### config.mk
export PLATFORM = sky130hd
export DESIGN_NAME = btn_event_ctrl
export DESIGN_NICKNAME = d
export VERILOG_FILES = /design/src/rtl/btn_event_ctrl.sv
export SDC_FILE = /design/constraint.sdc
export NUM_CORES = 1
export LEC_CHECK = 0
export BUFFER_PORTS_ARGS = -buffer_cell sky130_fd_sc_hd__buf_4
export CAP_MARGIN = 10
export CORE_MARGIN = 5
export CORE_UTILIZATION = 45
export DETAILED_ROUTE_END_ITERATION = 6
export PLACE_DENSITY = 0.73
export SYNTH_ARGS = -nofsm -noshare
export SYNTH_HDL_FRONTEND = slang
export SYNTH_SLANG_ARGS = --single-unit
### constraint.sdc
create_clock -name clk -period 7.4 [get_ports clk]
set_clock_uncertainty 0.05 [all_clocks]
set_input_delay 0.37 -clock clk [delete_from_list [all_inputs] [get_ports clk]]
set_output_delay 0.37 -clock clk [all_outputs]
set_load 0.005 [all_outputs]
### src/rtl/btn_event_ctrl.sv
// Push-button input stage for the memory game: per-line sync, debounce,
// sticky press events (RW1C) and a wrapping press counter on a polled bus.
// Define BTN_EVENT_RELEASE_EN to also latch release events in EVENTS[2*N_BTN-1:N_BTN].
module btn_event_ctrl #(
    parameter int N_BTN      = 4,
    parameter int DEB_CYCLES = 1000000,
    parameter int DATA_W     = 32
) (
    input  logic              clk,
    input  logic              rst,
    input  logic [N_BTN-1:0]  btn_in,
    input  logic              sel,
    input  logic              we,
    input  logic [1:0]        addr,
    input  logic [DATA_W-1:0] data_in,
    output logic [DATA_W-1:0] data_out,
    output logic [N_BTN-1:0]  btn_db,
    output logic              evt_pend
);

`ifdef BTN_EVENT_RELEASE_EN
    localparam int EVT_W = 2 * N_BTN;
`else
    localparam int EVT_W = N_BTN;
`endif

    localparam logic [19:0] DEB_LAST = 20'(DEB_CYCLES - 1);

    localparam logic [1:0] ADDR_STATE  = 2'd0;
    localparam logic [1:0] ADDR_EVENTS = 2'd1;
    localparam logic [1:0] ADDR_PCNT   = 2'd2;

    logic [N_BTN-1:0]  r_s1;
    logic [N_BTN-1:0]  r_s2;
    logic [N_BTN-1:0]  r_db;
    logic [N_BTN-1:0]  r_db_prev;
    logic [19:0]       r_cnt [N_BTN];
    logic [EVT_W-1:0]  r_events;
    logic [7:0]        r_pcnt;

    logic [N_BTN-1:0]  w_rise;
    logic [N_BTN-1:0]  w_fall;
    logic [EVT_W-1:0]  w_evt_set;
    logic [EVT_W-1:0]  w_evt_clr;
    logic [7:0]        w_rise_cnt;
    logic              w_bus_wr;
    logic              w_pcnt_clr;
    logic [DATA_W-1:0] w_rdata;
    logic              w_unused_data;

    // Two-flop synchroniser; the raw pins are fully asynchronous.
    always_ff @(posedge clk or posedge rst) begin
        if (rst) begin
            r_s1 <= '0;
            r_s2 <= '0;
        end else begin
            r_s1 <= btn_in;
            r_s2 <= r_s1;
        end
    end

    // A new level is accepted only after it has been seen for DEB_CYCLES
    // consecutive cycles; any return to the current level restarts the count.
    always_ff @(posedge clk or posedge rst) begin
        if (rst) begin
            r_db <= '0;
            for (int i = 0; i < N_BTN; i++) begin
                r_cnt[i] <= '0;
            end
        end else begin
            for (int i = 0; i < N_BTN; i++) begin
                if (r_s2[i] != r_db[i]) begin
                    if (r_cnt[i] == DEB_LAST) begin
                        r_db[i]  <= r_s2[i];
                        r_cnt[i] <= '0;
                    end else begin
                        r_cnt[i] <= r_cnt[i] + 20'd1;
                    end
                end else begin
                    r_cnt[i] <= '0;
                end
            end
        end
    end

    always_ff @(posedge clk or posedge rst) begin
        if (rst) begin
            r_db_prev <= '0;
        end else begin
            r_db_prev <= r_db;
        end
    end

    assign w_rise = r_db & ~r_db_prev;
    assign w_fall = ~r_db & r_db_prev;

`ifdef BTN_EVENT_RELEASE_EN
    assign w_evt_set = {w_fall, w_rise};
`else
    assign w_evt_set = w_rise;
    logic w_unused_fall;
    assign w_unused_fall = |w_fall;
`endif

    assign w_bus_wr   = sel & we;
    assign w_evt_clr  = (w_bus_wr && addr == ADDR_EVENTS) ? data_in[EVT_W-1:0] : '0;
    assign w_pcnt_clr = w_bus_wr && (addr == ADDR_PCNT);

    always_comb begin
        w_rise_cnt = 8'd0;
        for (int i = 0; i < N_BTN; i++) begin
            w_rise_cnt = w_rise_cnt + {7'd0, w_rise[i]};
        end
    end

    // A set in the same cycle as its W1C wins, so no press is ever lost.
    always_ff @(posedge clk or posedge rst) begin
        if (rst) begin
            r_events <= '0;
        end else begin
            r_events <= (r_events & ~w_evt_clr) | w_evt_set;
        end
    end

    // Clearing keeps this cycle's increments so simultaneous presses still count.
    always_ff @(posedge clk or posedge rst) begin
        if (rst) begin
            r_pcnt <= '0;
        end else if (w_pcnt_clr) begin
            r_pcnt <= w_rise_cnt;
        end else begin
            r_pcnt <= r_pcnt + w_rise_cnt;
        end
    end

    always_comb begin
        w_rdata = '0;
        if (sel) begin
            case (addr)
                ADDR_STATE:  w_rdata[N_BTN-1:0] = r_db;
                ADDR_EVENTS: w_rdata[EVT_W-1:0] = r_events;
                ADDR_PCNT:   w_rdata[7:0]       = r_pcnt;
                default:     w_rdata            = '0;
            endcase
        end
    end

    assign w_unused_data = &{1'b0, data_in[DATA_W-1:EVT_W]};

    assign data_out = w_rdata;
    assign btn_db   = r_db;
    assign evt_pend = |r_events;

endmodule
==> impl_results.md, run 1 <==
- Post-DP HPWL: 7510 um
- Non-Filler Instances: 735
- Cts repair resizes: 0
- Final nets: 636
- Maximum clock frequency: 339 MHz
- Synth area leader: dfrtp_1
- Number of clock sinks: 108
- Final setup violation count: 0
- CTS tree: done
- Leakage: 2.63 nW
- Hold path depth: 1
- Chip width: 121 um
- Largest cells by area after synthesis: dfrtp_1 49%, xnor2_1 4.8%, nor2_1 4.4%
- Number of global-route vias before repair: 4,001
- Pin count of the biggest net entering global routing: 66
- HP Start: btn_in[0]
- Final min period: 2.95 ns
- Initial DRC Count: 288
- Worst setup EP type: register
- Path depth of the worst reg2reg path: 9
- Total negative slack: 0 ns
- Crit start category: register
- Drt wl/cell: 14.4 um
- Reg2reg start: btn_db[1]
- Hold path endpoint: r_s1[0]
- H-tree lvl count: 3
- Die ar.: 14,600 um^2
- Max FO, Critical Path: 6
- Reg2reg setup slack: 4.45 ns
- Initial antenna violation count: 0
- Cells after Synth: 557
- CTS root buffer: clkbuf_16
- Total Wirelength: 10,600 um
- Number of flops mapped to enable cells by yosys: 0
- Fin. max-slew vios: 0
- Antenna cells: 0
- Final Hold Viols: 0
- Synth-to-layout area growth: 9.88%
- FILL cells: 1,076
- Hold Crit Class: in -> reg
- Hold_buf cts: 0
- Routability congestion estimate: 0.841
- Post-route ant nets: 0
- Number of placed cells counting well taps: 719
- Number of setup buffers added after CTS: 0
- Synth Warn #: 0
- Total GRT Usage: 0.155
- RSZ-0062 raised after global routing: false
- Slew HR: 0.469
- Peak supply drop: 107 uV
- Max_cap viols: 0
- Ys flop type: dfrtp_1
- Die H: 121 um
- Layout cell share with drive strength beyond 1: 0.102
- Sequential Area: 2700 um^2
- R2r endpoint: r_pcnt[3]
- Vias per cell: 5.48
- Post-synthesis area per instance: 9.91 um^2
- Rows: 40
- Share of the synthesized area in the top cell type: 0.490
- FFs w/ async S/R, synth: 1.00
- Inserted Clock Buffers: 9
- Port-buffer cells: 26
- DRC: 0
- Pre-Repair DR Iteration Count: 4
- Core area: 12,000 um^2
- First-pass GRT wire length: 18,500 um
- Via count: 4,026
- Initial core utilization: 0.460
- Crit path from: btn_db[1]
- Yosys reg bits: 108
- Crit path required time: 7.58 ns
- Clock insertion delay at the later pin of the skew report: 0.35 ns
- Io pins: 79
- Power Density: 184 nW/um^2
- Part of the cycle the worst path needs: 0.398
- Synthesized area: 5520 um^2
- Seq/Total Area, Yosys: 0.490
- Yosys cell types: 47
- Footprint of the multi-input gates: 2630 um^2
- Reg clk slew, reported paths: 0.07 ns
- Overflow after GRT: 0
- Clock tree buffer depth: 2
- Kind of critical path: reg -> reg
- Worst slew pin tran: 0.797 ns
- WP data arrival: 3.12 ns
- Status: complete, no violations
## placed cells by master (no fill, tap or decap), drive strengths merged, types with 3 or more instances in the layout
master and count:
nand4 23, and4 8, nand2 39, nor4b 4, clkbuf 10, clkinvlp 3, o31ai 9, dfrtp 108
and2 13, conb 24, or4 10, mux2i 4, nor2 65, inv 13, o21ai 24, mux2 6
nor2b 6, and3 9, nand4b 7, buf 29, a21oi 28, xnor2 30, or3 11, ha 9
a21o 5, nand3 28, xor2 26, nor4 11, nor3 12
## worst max-delay path: stages (launching register included)
cell and delay (ns):
dfrtp_1 0.46, nor2b_1 0.28, fa_1 0.47, ha_1 0.21, ha_1 0.32, ha_1 0.29, a21o_1 0.17, a21oi_1 0.32
xor2_1 0.18, nor2_1 0.05
## through the flow
step | total power [W] | instance area [um^2] | util | hold WS (ns) | setup slack [ns]
floorplan | 0.000659 | 5610 | - | 0.281 | 4.13
global placement | 0.000666 | 5780 | 0.481 | 0.282 | 4.51
detailed placement | 0.000668 | 5780 | 0.481 | 0.285 | 4.47
CTS | 0.00113 | 6070 | 0.505 | 0.0609 | 4.44
global route | 0.00116 | 6070 | 0.505 | 0.0564 | 4.26
finish | 0.00112 | 6070 | 0.505 | 0.0732 | 4.45
## synthesized netlist by cell type, types with 8 or more instances
master and number:
or3_1 11, inv_1 12, buf_4 24, and3_1 8, or4_1 9, o31ai_1 8
clkbuf_1 9, nor2_1 65, ha_1 9, nor4_1 11, and2_1 13, nand4_1 21
nor3_1 12, dfrtp_1 108, xnor2_1 30, xor2_1 26, a21oi_1 28, nand3_1 27
o21ai_0 23, nand2_1 39
## power breakdown
| group | internal [W] | total, W | switching, W |
|---|---|---|---|
| logic | 0.0000150 | 0.0000474 | 0.0000324 |
| registers | 0.000599 | 0.000608 | 0.00000910 |
| clock network | 0.000240 | 0.000462 | 0.000222 |
## layout make-up
class	count	area share
clock buffer	10	0.0394
clock inverter	6	0.00804
inverter	12	0.00784
multi-input combinational	423	0.433
sequential	108	0.446
tap	147	0.0303
timing repair buffer	29	0.0359
## cells by family (layout without fill, tap and decap cells)
kind of cell | count (synthesis) | after routing | share of synthesized area
AOI/OAI and AO/OA | 67 | 67 | 0.0709
xor gates and xnor gates | 56 | 56 | 0.0888
adders and majority gates | 11 | 11 | 0.0277
buffers and inverters | 49 | 57 | 0.0503
DFF | 108 | 108 | 0.490
muxes | 10 | 10 | 0.0195
other | 1 | 24 | 0.000679
and+or+nand+nor | 255 | 255 | 0.252
## routing by layer
layer  wire length, um  track usage  share of wire
met1              4710        0.197           0.45
met3               450       0.0374          0.043
met5                 0            0              0
met2              5300        0.263           0.50
met4               113       0.0453          0.011
## state kept, by name (all words and copies together), names as in the netlist
name	count
r_cnt	80
r_pcnt	8
btn_db	4
r_db_prev	4
r_events	4
r_s1	4
r_s2	4
## worst max path at each step
stage,end,slack [ns],cells after the start
CTS,r_pcnt[3],4.44,9
global route,r_pcnt[3],4.26,9
detailed placement,r_pcnt[5],4.47,9
floorplan,btn_db[0],4.13,1
finish,r_pcnt[3],4.45,9
global placement,r_pcnt[3],4.51,9
(Power assumes the default switching activity.)
==> inputs of run 2 (changes only) <==
ABC_AREA = 1   (was default)
PLACE_DENSITY = 0.75   (was 0.73)
clock period = 2.4 ns   (was 7.4 ns; I/O delays follow)
==> run 2 against run 1 <==
Effect of this change:
- the run now ends with setup timing left
- area after synthesis rose by 7.9%
- routed wire length rose by 15%
- non-clock buffer count rose by 15
- cell count rose by 36%
- register-to-register slack got worse by 4.5 ns
- first-iteration DRC count rose by 12%
- highest routed layer unchanged
- flip-flop and latch count did not move
- worst setup slack got worse by 4.5 ns
- design area rose by 13%
- combinational power rose to 4.5 times the previous value
- die area rose by 7.2%
==> impl_results.md, run 2 <==
- Status: complete, but fails checks
- Violated checks: setup timing
- Pre-CTS setup slack: -0.0355 ns
- Part of the cycle the worst path needs: 1.01
- FFs w/ async S/R, synth: 1.00
- Seq/Total Area, Yosys: 0.454
- Largest cells by area after synthesis: dfrtp_1 45%, nor2_1 10%, nand2_1 9.1%
- Reg clk slew, reported paths: 0.07 ns
- Crit path required time: 2.62 ns
- Crit path max-delay family: adder cells
- CTS tree: done
- Via count: 4,750
- Reg2reg setup slack: -0.01 ns
- Leakage: 3.08 nW
- FILL cells: 1,194
- Slew HR: 0.466
- Post-DP HPWL: 8850 um
- Worst slew pin tran: 0.799 ns
- Layout cell share with drive strength beyond 1: 0.130
- Final setup violation count: 2
- Cells after Synth: 762
- Footprint of the multi-input gates: 2890 um^2
- Clock insertion delay at the later pin of the skew report: 0.36 ns
- Rows: 42
- Io pins: 79
- Final Hold Viols: 0
- Chip width: 125 um
- CTS root buffer: clkbuf_16
- Slowest stage cell, crit path: fa_1
- Sequential Area: 2700 um^2
- Initial core utilization: 0.455
- Max FO, Critical Path: 2
- Max incr delay on CP: 0.59 ns
- Cell-by-cell trace of the critical path: inv_2, nor2_2, fa_1, ha_4, ha_4, fa_2, nand2_2, a21oi_2, nand2_1, o21ai_1, a21oi_1
- Final nets: 869
- Worst path bufs/invs: 1
- Clock tree buffer depth: 2
- Path depth of the worst reg2reg path: 11
- Hold path endpoint: r_events[2]
- Crit path top cell by count: ha_4
- Max reg flops: 80
- Power Density: 526 nW/um^2
- WP data arrival: 2.64 ns
- Post-route ant nets: 0
- Synthesized area: 5960 um^2
- Core area: 13,100 um^2
- Most frequent cells after synthesis: 160 x nor2_1, 145 x nand2_1, 108 x dfrtp_1
- Share of the synthesized area in the top cell type: 0.454
- Met2 GRT Util: 0.247
- H-tree lvl count: 3
- Number of placed cells counting well taps: 972
- Final worst setup slack: -0.0145 ns
- Hold path depth: 4
- Non-Filler Instances: 997
- Vias per cell: 4.76
- Total GRT Usage: 0.158
- Crit start category: register
- Number of clock sinks: 108
- Most frequent cell after synthesis: nor2_1
- Total Wirelength: 12,100 um
- Largest Register: r_cnt
- Maximum clock frequency: 414 MHz
- Pre-Repair DR Iteration Count: 5
- Overflow after GRT: 0
- Port-buffer cells: 26
- Pin count of the biggest net entering global routing: 36
- Die ar.: 15,600 um^2
- DRC: 0
- Peak supply drop: 361 uV
- Final min period: 2.41 ns
- Inserted Clock Buffers: 9
- Reg2reg start: btn_db[0]
- Total negative slack: -0.0261 ns
- Fin. max-slew vios: 0
- Max_cap viols: 0
- Number of flops mapped to enable cells by yosys: 0
- R2r endpoint: r_pcnt[6]
- Top flop regs: r_cnt x80, r_pcnt x8
- Post-synthesis area per instance: 7.82 um^2
- RSZ-0062 raised after global routing: true
- Synth Warn #: 0
- Drt wl/cell: 12.2 um
- HP Start: data_in[2]
- Die H: 125 um
- Yosys reg bits: 108
- Initial DRC Count: 322
- Number of global-route vias before repair: 4,460
- Most frequent cells in the layout: 157 x nor2_1, 144 x nand2_1, 107 x dfrtp_1
- Hold Crit Class: in -> reg
- Ys flop type: dfrtp_1
- Antenna cells: 0
- Met1 GRT Util: 0.222
- Kind of critical path: reg -> reg
- Initial antenna violation count: 0
- Yosys cell types: 30
- First-pass GRT wire length: 20,700 um
- Routability congestion estimate: 0.887
- Most common cell after layout, fill and taps aside: nor2_1
- Synth-to-layout area growth: 15.3%
- Worst setup EP type: register
- GRT Max-Usage Layer: met2
- GR Layer Usage met3: 0.0239
- Synth area leader: dfrtp_1
==> run 2: changes by cell type in the layout (fill, tap and decap cells not counted), moves of 9 or more <==
| cell | delta |
|---|---|
| a21oi_1 | -9 |
| and2_1 | -13 |
| inv_1 | +84 |
| nand2_1 | +105 |
| nand3_1 | +36 |
| nand4_1 | -9 |
| nor2_1 | +92 |
| nor2_2 | +10 |
| nor4_1 | -11 |
| or3_1 | -11 |
| xnor2_1 | -15 |
==> run 2: per-layer routing <==
layer,part of all wire,vias to the layer above
met4,0.023,0
met1,0.48,2175
met5,0,-
li1,-,2453
met3,0.042,18
met2,0.46,104
==> run 2: cells by family (layout without fill, tap and decap cells) <==
kind of cell	after synthesis	in the layout	synth area share
simple gates	431	431	0.325
flops	108	108	0.454
buf+inv	125	161	0.0939
other cells	1	24	0.000630
xor+xnor	41	41	0.0628
compound gates	45	45	0.0384
fa+ha+maj	11	11	0.0256
==> run 2: how the worst max path moves through the flow <==
stage / cells past startpoint / start / endpoint / slack [ns]
2_1_floorplan: 11 / btn_db[0] / r_pcnt[6] / 0.01
3_3_place_gp: 12 / btn_db[0] / r_pcnt[5] / 0.009
3_5_place_dp: 11 / btn_db[0] / r_pcnt[6] / -0.04
4_1_cts: 11 / btn_db[0] / r_pcnt[6] / 0.006
5_1_grt: 12 / btn_db[0] / r_pcnt[5] / -0.10
6_report: 11 / btn_db[0] / r_pcnt[6] / -0.01
==> run 2: timing repair <==
action                     4_1_cts  5_1_grt
setup buffers                    0        4
hold buffers                     5        0
setup endpoints to repair        4        6
pin swaps                        1        6
resized for setup                4       14
hold endpoints to repair        36        0
==> run 2: stage by stage <==
step	utilization	hold slack [ns]	total power, W	instance area, um^2
after floorplan	-	0.101	0.00207	6070
after global placement	0.489	0.180	0.00212	6400
after detailed placement	0.489	0.180	0.00212	6400
after CTS	0.517	0.0465	0.00365	6760
after global routing	0.525	0.115	0.00376	6870
final	0.525	0.0639	0.00361	6870
==> run 2: area by class of cell <==
| cell class | instances | area share |
|---|---|---|
| clock buffer | 10 | 0.0348 |
| multi-input combinational | 552 | 0.421 |
| timing repair buffer | 44 | 0.0536 |
| sequential | 108 | 0.394 |
| clock inverter | 6 | 0.00929 |
| inverter | 101 | 0.0558 |
| tap | 176 | 0.0321 |
==> run 2: where the power goes <==
| group | switching (W) | total, W | internal [W] |
|---|---|---|---|
| Sequential | 0.0000273 | 0.00188 | 0.00186 |
| Clock | 0.000681 | 0.00152 | 0.000836 |
| Combinational | 0.000133 | 0.000212 | 0.0000789 |
| Total | 0.000842 | 0.00361 | 0.00277 |
==> run 2: tightest hold or removal path, delay by kind of cell <==
family / cells / cell delay, ns
buf+inv: 2 / 0.16
compound gates: 2 / 0.14
